File: src/rtl/fir_mac_sequencer_if.sv
// +----------------------------------------------------------------------------+
// | fir_mac_sequencer_if : sample, coefficient, MAC and output bus bundle       |
// | Revision: 1.0                                                              |
// +----------------------------------------------------------------------------+
`default_nettype none

interface fir_mac_sequencer_if #(
  parameter int AW = 3
) ();
  logic [15:0]   sample_i;
  logic          sample_valid_i;
  logic          sample_ready_o;
  logic          coef_we_i;
  logic [AW-1:0] coef_addr_i;
  logic [15:0]   coef_data_i;
  logic          mac_clk_en_o;
  logic          mac_rst_o;
  logic [15:0]   mac_a_o;
  logic [15:0]   mac_b_o;
  logic [32:0]   mac_result_i;
  logic [15:0]   out_data_o;
  logic          out_valid_o;
  logic          out_ready_i;
  logic          busy_o;

  modport slave (
    input  sample_i, sample_valid_i, coef_we_i, coef_addr_i, coef_data_i,
           mac_result_i, out_ready_i,
    output sample_ready_o, mac_clk_en_o, mac_rst_o, mac_a_o, mac_b_o,
           out_data_o, out_valid_o, busy_o
  );

  modport master (
    output sample_i, sample_valid_i, coef_we_i, coef_addr_i, coef_data_i,
           mac_result_i, out_ready_i,
    input  sample_ready_o, mac_clk_en_o, mac_rst_o, mac_a_o, mac_b_o,
           out_data_o, out_valid_o, busy_o
  );
endinterface

`default_nettype wire

File: src/rtl/fir_mac_sequencer.sv
// +----------------------------------------------------------------------------+
// | fir_mac_sequencer : streams delay-line/coefficient pairs into a free-running|
// | MAC and recovers the per-sample dot product.  Revision: 1.0                 |
// +----------------------------------------------------------------------------+
`default_nettype none

module fir_mac_sequencer #(
  parameter int NTAPS   = 8,
  parameter int MAC_LAT = 3,
  parameter int SHIFT   = 15,
  parameter int AW      = $clog2(NTAPS)
) (
  input  logic                 clk_i,
  input  logic                 rst_i,
  fir_mac_sequencer_if.slave   bus
);

  localparam int c_cnt_w = $clog2(NTAPS + MAC_LAT + 1);
  localparam logic [c_cnt_w-1:0] c_lat_last = c_cnt_w'(MAC_LAT - 1);
  localparam logic [c_cnt_w-1:0] c_tap_last = c_cnt_w'(NTAPS - 1);

  typedef enum logic [2:0] {
    S_IDLE  = 3'd0,
    S_FLUSH = 3'd1,
    S_RUN   = 3'd2,
    S_DRAIN = 3'd3,
    S_OUT   = 3'd4
  } state_t;

  state_t              r_state, w_state_nxt;
  logic [c_cnt_w-1:0]  r_cnt, w_cnt_nxt;
  logic [15:0]         r_mem  [NTAPS];
  logic [15:0]         r_coef [NTAPS];
  logic [AW-1:0]       r_head;
  logic [32:0]         r_base;
  logic [15:0]         r_out_data;
  logic                r_out_valid;
  logic                r_mac_rst;

  logic                w_accept;
  logic                w_base_load;
  logic                w_capture;
  logic [AW-1:0]       w_head_nxt;
  logic [AW-1:0]       w_tap;
  logic [AW-1:0]       w_rd_idx;
  logic [32:0]         w_diff;
  logic [32:0]         w_scaled;
  logic [15:0]         w_sat;

  always_comb begin
    w_state_nxt = r_state;
    w_cnt_nxt   = r_cnt;
    w_accept    = 1'b0;
    w_base_load = 1'b0;
    w_capture   = 1'b0;
    case (r_state)
      S_IDLE: begin
        if (bus.sample_valid_i) begin
          w_accept    = 1'b1;
          w_state_nxt = S_FLUSH;
          w_cnt_nxt   = '0;
        end
      end
      S_FLUSH: begin
        if (r_cnt == c_lat_last) begin
          w_base_load = 1'b1;
          w_state_nxt = S_RUN;
          w_cnt_nxt   = '0;
        end else begin
          w_cnt_nxt = r_cnt + c_cnt_w'(1);
        end
      end
      S_RUN: begin
        if (r_cnt == c_tap_last) begin
          w_state_nxt = S_DRAIN;
          w_cnt_nxt   = '0;
        end else begin
          w_cnt_nxt = r_cnt + c_cnt_w'(1);
        end
      end
      S_DRAIN: begin
        if (r_cnt == c_lat_last) begin
          w_capture   = 1'b1;
          w_state_nxt = S_OUT;
          w_cnt_nxt   = '0;
        end else begin
          w_cnt_nxt = r_cnt + c_cnt_w'(1);
        end
      end
      S_OUT: begin
        if (bus.out_ready_i) w_state_nxt = S_IDLE;
      end
      default: w_state_nxt = S_IDLE;
    endcase
  end

  // Tap k pairs the k-th most recent sample with coef[k]; AW-bit wrap gives mod NTAPS.
  assign w_head_nxt = r_head + AW'(1);
  assign w_tap      = r_cnt[AW-1:0];
  assign w_rd_idx   = r_head - w_tap;

  // Modulo-2^33 difference survives accumulator wrap between baseline and capture.
  assign w_diff   = bus.mac_result_i - r_base;
  assign w_scaled = w_diff >> SHIFT;
  assign w_sat    = (w_scaled > 33'h0_0000_FFFF) ? 16'hFFFF : w_scaled[15:0];

  always_ff @(posedge clk_i) begin
    r_mac_rst <= rst_i;
    if (rst_i) begin
      r_state     <= S_IDLE;
      r_cnt       <= '0;
      r_head      <= '0;
      r_base      <= '0;
      r_out_data  <= '0;
      r_out_valid <= 1'b0;
      for (int i = 0; i < NTAPS; i++) begin
        r_mem[i]  <= '0;
        r_coef[i] <= '0;
      end
    end else begin
      r_state <= w_state_nxt;
      r_cnt   <= w_cnt_nxt;
      if (bus.coef_we_i && (r_state == S_IDLE)) r_coef[bus.coef_addr_i] <= bus.coef_data_i;
      if (w_accept) begin
        r_head             <= w_head_nxt;
        r_mem[w_head_nxt]  <= bus.sample_i;
      end
      if (w_base_load) r_base <= bus.mac_result_i;
      if (w_capture) begin
        r_out_data  <= w_sat;
        r_out_valid <= 1'b1;
      end else if ((r_state == S_OUT) && bus.out_ready_i) begin
        r_out_valid <= 1'b0;
      end
    end
  end

  assign bus.sample_ready_o = (r_state == S_IDLE);
  assign bus.busy_o         = (r_state != S_IDLE);
  assign bus.mac_clk_en_o   = (r_state != S_IDLE);
  assign bus.mac_rst_o      = r_mac_rst;
  assign bus.mac_a_o        = (r_state == S_RUN) ? r_mem[w_rd_idx] : 16'h0000;
  assign bus.mac_b_o        = (r_state == S_RUN) ? r_coef[w_tap]   : 16'h0000;
  assign bus.out_data_o     = r_out_data;
  assign bus.out_valid_o    = r_out_valid;

endmodule

`default_nettype wire

File: src/flat_wrapper.sv
// flat-port wrapper written by rule: the top's interface ports become plain ports
module fir_mac_sequencer_flat 
#(
  parameter int NTAPS   = 8,
  parameter int MAC_LAT = 3,
  parameter int SHIFT   = 15,
  parameter int AW      = $clog2(NTAPS)
)
  (clk_i, rst_i, bus_sample_i, bus_sample_valid_i, bus_coef_we_i, bus_coef_addr_i, bus_coef_data_i, bus_mac_result_i, bus_out_ready_i, bus_sample_ready_o, bus_mac_clk_en_o, bus_mac_rst_o, bus_mac_a_o, bus_mac_b_o, bus_out_data_o, bus_out_valid_o, bus_busy_o);
  fir_mac_sequencer_if #(.AW(AW)) bus_i ();
  input  logic clk_i;
  input  logic rst_i;
  input wire logic [$bits(bus_i.sample_i)-1:0] bus_sample_i;
  input wire logic [$bits(bus_i.sample_valid_i)-1:0] bus_sample_valid_i;
  input wire logic [$bits(bus_i.coef_we_i)-1:0] bus_coef_we_i;
  input wire logic [$bits(bus_i.coef_addr_i)-1:0] bus_coef_addr_i;
  input wire logic [$bits(bus_i.coef_data_i)-1:0] bus_coef_data_i;
  input wire logic [$bits(bus_i.mac_result_i)-1:0] bus_mac_result_i;
  input wire logic [$bits(bus_i.out_ready_i)-1:0] bus_out_ready_i;
  output wire logic [$bits(bus_i.sample_ready_o)-1:0] bus_sample_ready_o;
  output wire logic [$bits(bus_i.mac_clk_en_o)-1:0] bus_mac_clk_en_o;
  output wire logic [$bits(bus_i.mac_rst_o)-1:0] bus_mac_rst_o;
  output wire logic [$bits(bus_i.mac_a_o)-1:0] bus_mac_a_o;
  output wire logic [$bits(bus_i.mac_b_o)-1:0] bus_mac_b_o;
  output wire logic [$bits(bus_i.out_data_o)-1:0] bus_out_data_o;
  output wire logic [$bits(bus_i.out_valid_o)-1:0] bus_out_valid_o;
  output wire logic [$bits(bus_i.busy_o)-1:0] bus_busy_o;
  assign bus_i.sample_i = bus_sample_i;
  assign bus_i.sample_valid_i = bus_sample_valid_i;
  assign bus_i.coef_we_i = bus_coef_we_i;
  assign bus_i.coef_addr_i = bus_coef_addr_i;
  assign bus_i.coef_data_i = bus_coef_data_i;
  assign bus_i.mac_result_i = bus_mac_result_i;
  assign bus_i.out_ready_i = bus_out_ready_i;
  assign bus_sample_ready_o = bus_i.sample_ready_o;
  assign bus_mac_clk_en_o = bus_i.mac_clk_en_o;
  assign bus_mac_rst_o = bus_i.mac_rst_o;
  assign bus_mac_a_o = bus_i.mac_a_o;
  assign bus_mac_b_o = bus_i.mac_b_o;
  assign bus_out_data_o = bus_i.out_data_o;
  assign bus_out_valid_o = bus_i.out_valid_o;
  assign bus_busy_o = bus_i.busy_o;
  fir_mac_sequencer #(.NTAPS(NTAPS), .MAC_LAT(MAC_LAT), .SHIFT(SHIFT), .AW(AW)) u_core (.clk_i(clk_i), .rst_i(rst_i), .bus(bus_i));
endmodule
File: config.mk
export PLATFORM = sky130hd
export DESIGN_NAME = fir_mac_sequencer_flat
export DESIGN_NICKNAME = d
export VERILOG_FILES = /design/src/rtl/fir_mac_sequencer_if.sv /design/src/rtl/fir_mac_sequencer.sv /design/src/flat_wrapper.sv
export SDC_FILE = /design/constraint.sdc
export NUM_CORES = 1
export LEC_CHECK = 0
export ABC_CLOCK_PERIOD_IN_PS = 4160
export CAP_MARGIN = 40
export CORE_UTILIZATION = 43
export DETAILED_ROUTE_END_ITERATION = 7
export PLACE_DENSITY_LB_ADDON = 0.2
export SYNTH_ARGS = -nofsm -noshare
export SYNTH_HDL_FRONTEND = slang
export SYNTH_SLANG_ARGS = --single-unit
export TNS_END_PERCENT = 30
File: constraint.sdc
create_clock -name clk_i -period 4.16 [get_ports clk_i]
set_clock_uncertainty 0.1 [all_clocks]
set_input_delay 0.832 -clock clk_i [delete_from_list [all_inputs] [get_ports clk_i]]
set_output_delay 0.832 -clock clk_i [all_outputs]
set_load 0.1 [all_outputs]
# Word level (Yosys, flattened, before mapping)
# Memory sizes are Yosys's and may differ from the RTL's. A register that Yosys moved wholly into a read port is not among the register bits.
# Index checks and enable logic that the tools add are counted.
# totals
ramBits	256
mem_count	2
ff_bits	61
word_cells	72
in_bits	73
output_inout_bits	53
# memory_table
name	depth	word_bits	read_ports	rd_ports_with_merged_regs	write_ports	line_no	source
u_core.r_coef	8	16	1	1	8	fir_mac_sequencer.sv:33	logic [15:0] r_coef [NTAPS];
u_core.r_mem	8	16	1	0	8	fir_mac_sequencer.sv:32	logic [15:0] r_mem [NTAPS];
# op_classes
addsub	4
n_reduce_logical	11
order_cmp	1
n_eq_ne	11
n_mux	36
# op_table
op	n
16-bit two-way mux	5
33-bit subtractor	1
16-bit OR reduction	2
3-bit two-way mux	9
18-bit by 16-bit greater-than comparator with 1-bit output, second input constant	1
1-bit two-way mux	17
3-bit case mux with 5 select lines	1
4-bit two-way mux	3
4-bit case mux with 3 select lines	1
3-bit by 2-bit == test with 1-bit output, second input constant	2
2-bit by 1-bit inequality test with 1-bit output, second input constant	3
3-bit nonzero test	2
5-bit AND reduction	1
4-bit by 1-bit adder with 4-bit output, second input constant	1
4-bit by 2-bit == test with 1-bit output, second input constant	1
4-bit by 3-bit == test with 1-bit output, second input constant	1
2-bit inequality test, second input constant	2
3-bit by 1-bit adder with 3-bit output, second input constant	1
3-bit by 1-bit == test with 1-bit output, second input constant	1
3-bit == test, second input constant	1
3-bit zero test	1
3-bit subtractor	1
1-bit logical AND	2
2-bit AND reduction	1
other kinds (2)	2

# Logic depth before layout (Yosys ltp)
# Gate-level depths: netlist of run 1.
# logic_depth
ltp_word	7
mapped_depth	12
depth_no_buf	11

# Least setup slack after synthesis of run 1
# Ideal clock, no wire load.
# synth_path
kind	flip-flop to output port
from	register u_core.r_head[0]
to	output bus_mac_a_o[10]
n_path_buf	1
t_arrival_ps	3541
t_required_ps	3228
path_slack_ps	-313
stages_incl_launch_ff	10
path_cell_list	dfxtp_1 inv_1 ha_1 inv_1 fa_1 xor2_1 xnor2_1 buf_2 mux2i_1 nor2_1
# synth_via
elab_chain_cells	3
# synth_rtl
element	line_no	source
start, declared	fir_mac_sequencer.sv:34	logic [AW-1:0] r_head;
start signal, assigned	fir_mac_sequencer.sv:125	r_head <= w_head_nxt;
3-bit subtractor	fir_mac_sequencer.sv:100	assign w_rd_idx = r_head - w_tap;
memory 8 x 16 bit	--	
16-bit two-way mux	fir_mac_sequencer.sv:142	assign bus.mac_a_o = (r_state == S_RUN) ? r_mem[w_rd_idx] : 16'h0000;
end, declared	flat_wrapper.sv:23	output wire logic [$bits(bus_i.mac_a_o)-1:0] bus_mac_a_o;
# Every way passes these cells.

# Worst setup path after layout of run 1
# layout_path
from	register u_core.r_head[0]
to	output bus_mac_a_o[1]
# Same word-level chain as after synthesis.

==> results of run 1 <==
synth_stat cells (all sizes together), types with 8 or more instances:
cell type / count
edfxtp: 256
o21ai: 18
buf: 17
dfxtp: 64
mux2i: 33
and2: 257
xnor2: 16
clkbuf: 48
a21o: 8
nor3: 19
mux4: 64
ha: 35
nand2: 96
or2: 18
a311oi: 10
inv: 42
nor2: 79
a21oi: 76
per-stage QoR:
stage	power [W]	setup slack (ns)	cells	cell area (um^2)
finish	0.0104	0.195	1879	19100
global route	0.0109	0.0264	1879	19100
CTS	0.0106	0.129	1879	19100
detailed placement	0.00743	0.445	1815	17900
global placement	0.00734	0.325	1794	17600
floorplan	0.00627	-0.313	1237	15600
worst min-delay path: cells and delay by family (launching register included):
family	cells	cell delay, ns
flip-flops	1	0.30
AND/OR/NAND/NOR	1	0.05
AO/OA/AOI/OAI	1	0.05
where the power goes:
group          leakage (nW)  switching (W)  internal (W)
Clock                 0.570        0.00126       0.00187
Combinational          3.15        0.00195       0.00154
Sequential             3.17       0.000122       0.00370
per-layer routing:
layer / track usage / part of all wire / vias to the layer above
li1: - / - / 4762
met1: 0.280 / 0.45 / 4891
met2: 0.347 / 0.49 / 217
met3: 0.0261 / 0.041 / 50
met4: 0.0488 / 0.017 / 0
met5: 0 / 0 / -
cell families (layout without fill, tap and decap cells):
logic type / count (synthesis) / count (layout) / share of synthesized area
compound gates: 143 / 143 / 0.0599
xor+xnor: 23 / 23 / 0.0130
fa+ha+maj: 36 / 36 / 0.0294
buf+inv: 107 / 288 / 0.0273
flops: 320 / 320 / 0.577
mux: 97 / 97 / 0.114
simple gates: 511 / 511 / 0.180
state kept, by name, indices dropped and copies added (netlist names), named ones only:
name and count:
u_core.bus.out_valid_o 1, u_core.r_base 33, u_core.r_coef 128, u_core.bus.mac_rst_o 1, u_core.bus.out_data_o 16, u_core.r_cnt 4
u_core.r_state 3, u_core.r_mem 128, u_core.r_head 3
worst max path at each step:
stage                                      endpoint  cells after the start
final                                bus_mac_a_o[1]                      7
after global routing                bus_mac_a_o[11]                      7
after floorplan                     bus_mac_a_o[14]                      9
after detailed placement  u_core.bus.out_data_o[10]                     11
after CTS                           bus_mac_a_o[11]                      7
after global placement              bus_mac_a_o[11]                     10
layout make-up:
cell class | instances | share of cell area
timing repair buffer | 182 | 0.106
inverter | 42 | 0.00826
sequential | 320 | 0.470
clock buffer | 51 | 0.0545
tap | 461 | 0.0302
multi-input combinational | 810 | 0.324
clock inverter | 13 | 0.00649
cells in the final DEF, fill, tap and decap left out, types with 5 or more instances in the layout:
master           count
a21oi_1             74
and2_1             257
a311oi_2             8
nor3_1              12
buf_8               17
mux4_2              64
mux2i_1             33
o21ai_0             13
nand2b_1             6
ha_1                34
a21o_1               8
buf_4               50
and3_1               5
clkbuf_16           38
buf_12              19
xor2_1               7
a31oi_1              5
clkdlybuf4s50_1     91
o21a_1               5
nor2_1              75
nor3_2               7
clkbuf_1             9
nand4_1              6
nand3_1              5
clkinv_1             5
o21bai_1             6
inv_1               41
nand2_1             96
xnor2_1             15
or2_2               16
dfxtp_1             63
edfxtp_1           256
==> impl_metrics.toml, run 1 <==
[die]
core_area_um2 = 35600
num_io_pins = 126
die_y_um = 192
die_w_um = 192
die_area_um2 = 36900
start_util = 0.437
num_rows = 69

[power]
p_per_area_nw_per_um2 = 547
peakVddDrop_v = 0.000500
leakage_nw = 6.89

[clock_tree]
clk_root_buffer_cell = "clkbuf_16"
h-tree-depth = 2
clk_latency_ns = 0.51
cts_buffer_depth = 3
cts.sink_count = 320
cts_tree = "done"
ctsResizeCount = 0
cts_made_buffers = 37
cts.clk_slew.worst_paths_ns = 0.06
post_cts_buffers = 0
postCtsHoldBufs = 0

[synthesis]
synth_area_leaders = "edfxtp_1 49%, and2_1 10%, mux4_2 9.3%"
synth_area_um2 = 15600
avgSynthCellArea_um2 = 12.6
ys_warn_count = 0
synth_cells = 1237
yosysSeqAreaShare = 0.577
synthFlopType = "edfxtp_1"
yosysUniqueCellTypes = 64
async_flop_share = 0
synth_top_area_frac = 0.494
synthesis.nets = 1346
synth_edf_count = 256
synth-seq-cells = 320
synth_top_area_cell = "edfxtp_1"

[final_layout]
area_growth_pct = 22.7
nets = 1502
final_util = 0.536
insertedDiodeCount = 0
drive_gt1_frac = 0.179
seq_area_um2 = 8970
multiInputGateArea_um2 = 6190
num-fill-cells = 3032

[min_path]
hold_depth = 2
worstHoldPathType = "reg2reg"
min-delay-start = "u_core.r_base[15]"
hold_end = "u_core.r_base[15]"

[sta]
hold_viol_final = 0
finalCritPeriodShare = 0.953
period_minus_slack_ns = 3.97
timing.hold.ws_ns = 0.350
worst_slew_pin_slew_ns = 0.832
tns_ns = 0
maxSlewHeadroom = 0.445
rsz0062_at_grt = "no"
setup_violations = 0
clock.fmax_mhz = 252
slew_violations = 0

[global_routing]
overflow = 0
grt_pass1_wl_mm = 57.5
grt_util_all_layers = 0.205
grt_max_degree = 69
grt_pass1_vias = 10100
grt_antenna_before_repair = 0

[drt]
first_pass_iters = 5
via_count = 9920
drc = 0
wl_per_cell_um = 19.6
drtIter0Drc = 594
vias_per_cell = 5.28
ant_nets = 0
totalWireLength_mm = 36.8

[placed_design]
io_buffers = 125
hpwlAfterDp_mm = 23.4
finalWeightedCongestion = 0.881

[worst_setup_path]
path_class = "reg2out"
cp_max_fo = 14
worstSetupStartpointType = "flop"
startpoint = "u_core.r_head[0]"
arrival_ns = 3.03
required_ns = 3.23
cp_top_family = "multiplexers"
r2r_start = "u_core.r_base[23]"
cp-end-kind = "output pin"
crit_path_frequent_cell = "buf_12"
cpMaxStageDelayCell = "ha_2"
path_buf_inv = 3
timing.rr.end = "u_core.bus.out_data_o[10]"
r2r_cells = 11
crit_chain = "inv_1 > ha_2 > buf_12 > mux4_2 > mux2i_1 > nor2_1 > buf_12"
slowest_delay_ns = 0.69
r2r_slack_ns = 1.38

[run]
cap_violations = 0

[outcome]
outcome = "finished, final reports clean"
(Power assumes the default switching activity.)
==> run 2, diff against run 1 <==
--- a/config.mk
+++ b/config.mk
@@ -7,7 +7,7 @@
 export LEC_CHECK = 0
 export ABC_CLOCK_PERIOD_IN_PS = 4160
 export CAP_MARGIN = 40
-export CORE_UTILIZATION = 43
+export CORE_UTILIZATION = 50
 export DETAILED_ROUTE_END_ITERATION = 7
 export PLACE_DENSITY_LB_ADDON = 0.2
 export SYNTH_ARGS = -nofsm -noshare
==> run 2 against run 1 <==
Combinational power decreased by 1%. Sequential cell count unchanged. Largest cell class unchanged. First-iteration DRC count increased by 24%. Register-to-register slack worse by 0.25 ns. Hold slack gained 0.0041 ns. Sequential power is essentially flat. Power decreased by 2.1%.
==> impl_metrics.toml, run 2 (synthesis results as in run 1) <==
[sta]
period_minus_slack_ns = 3.85
hold_viol_final = 0
slew_violations = 0
tns_ns = 0
layout_setup_ws_ns = 0.306
clock.fmax_mhz = 259
maxSlewHeadroom = 0.611
setup_violations = 0
rsz0062_at_grt = "no"
finalCritPeriodShare = 0.926
worst_slew_pin_slew_ns = 0.583

[drt]
drc = 0
first_pass_iters = 5
via_count = 10000
vias_per_cell = 5.54
ant_nets = 0
totalWireLength_mm = 36.3
wl_per_cell_um = 20.0
drtIter0Drc = 734

[clock_tree]
cts_buffer_depth = 3
cts_made_buffers = 36
cts.sink_count = 320
post_cts_buffers = 0
h-tree-depth = 2
cts_tree = "done"
clk_root_buffer_cell = "clkbuf_16"
cts.clk_slew.worst_paths_ns = 0.06
clk_latency_ns = 0.52
postCtsHoldBufs = 0
ctsResizeCount = 0

[global_routing]
overflow = 0
grt_antenna_before_repair = 0
grt_util_all_layers = 0.235
grt_pass1_vias = 9837
grt_max_degree = 42
grt_pass1_wl_mm = 56.2

[worst_setup_path]
r2r_cells = 7
path_class = "reg2out"
cp_max_fo = 10
arrival_ns = 2.92
timing.rr.end = "u_core.r_mem[5][0]"
r2r_slack_ns = 1.13
worstSetupStartpointType = "flop"
startpoint = "u_core.r_head[0]"
r2r_start = "u_core.r_state[2]"
required_ns = 3.23
endpoint = "bus_mac_a_o[14]"
cp-end-kind = "output pin"

[placed_design]
place_ws_ns = 0.516
finalWeightedCongestion = 0.957
hpwlAfterDp_mm = 22.4
dp.cells = 1746
io_buffers = 125

[power]
p_per_area_nw_per_um2 = 540
leakage_nw = 6.85
peakVddDrop_v = 0.000476

[die]
die_w_um = 178
num_io_pins = 126
start_util = 0.508
die_y_um = 178
core_area_um2 = 30600
num_rows = 64
die_area_um2 = 31800

[min_path]
hold_depth = 2
worstHoldPathType = "reg2reg"

[final_layout]
reg.largest.list = "u_core.r_coef (128), u_core.r_mem (128), u_core.r_base (33)"
final_common_cell = "and2_1"
drive_gt1_frac = 0.174
insertedDiodeCount = 0
layout.cells.non_filler = 1812
final_cell_mix = "257 x and2_1, 256 x edfxtp_1, 96 x nand2_1, 91 x clkdlybuf4s50_1, 75 x nor2_1"
num-fill-cells = 2374
nets = 1497
area_growth_pct = 21.7

[outcome]
outcome = "finished, final reports clean"

[run]
cap_violations = 0
==> run 2: final cells by class <==
| type | count | area, um^2 | share of cell area |
|---|---|---|---|
| flip-flops and latches | 320 | 8970 | 0.474 |
| repair buffers | 178 | 2020 | 0.107 |
| clock buffers | 46 | 981 | 0.0518 |
| clock inverters | 20 | 124 | 0.00654 |
| inverters | 42 | 158 | 0.00833 |
| well taps | 396 | 495 | 0.0262 |
| multi-input cells | 810 | 6180 | 0.327 |
==> run 2: metrics by stage <==
step | cell area [um^2] | total power [W] | hold WS, ns | util
after floorplan | 15600 | 0.00627 | 0.336 | -
after global placement | 17400 | 0.00721 | 0.342 | 0.570
after detailed placement | 17800 | 0.00734 | 0.347 | 0.583
after CTS | 18900 | 0.0103 | 0.355 | 0.619
after global routing | 18900 | 0.0106 | 0.369 | 0.619
final | 18900 | 0.0102 | 0.354 | 0.619
==> run 2: worst min-delay path by stage <==
stage                            startpoint                end
after floorplan           u_core.r_base[10]  u_core.r_base[10]
after global routing       u_core.r_base[3]   u_core.r_base[3]
after CTS                  u_core.r_base[4]   u_core.r_base[4]
after global placement     u_core.r_base[0]   u_core.r_base[0]
final                     u_core.r_base[19]  u_core.r_base[19]
after detailed placement  u_core.r_base[18]  u_core.r_base[18]
==> run 2: routing by layer <==
metal  up-vias  part of all wire  GRT usage  wire length [um]
met2       282              0.48      0.380             17400
met1      4979              0.45      0.336             16300
li1       4731                 -          -                 -
met3        49             0.055     0.0341              1990
met4         0             0.017     0.0537               624
met5         -                 0          0                 0
==> run 2: worst max-delay path: stages, from the launching register on <==
cell and delay [ns]:
dfxtp_1 0.38, inv_1 0.11, ha_2 0.16, inv_1 0.04, fa_1 0.37, xor2_1 0.23, xnor2_2 0.16, buf_6 0.23
buf_4 0.20, mux2i_1 0.21, nor2_1 0.09, buf_12 0.20
==> run 2: report_power, final <==
part,internal [W],leakage [nW],switching [W],total (W)
Clock,0.00173,0.546,0.00126,0.00299
Combinational,0.00148,3.14,0.00195,0.00344
Sequential,0.00370,3.17,0.0000953,0.00379
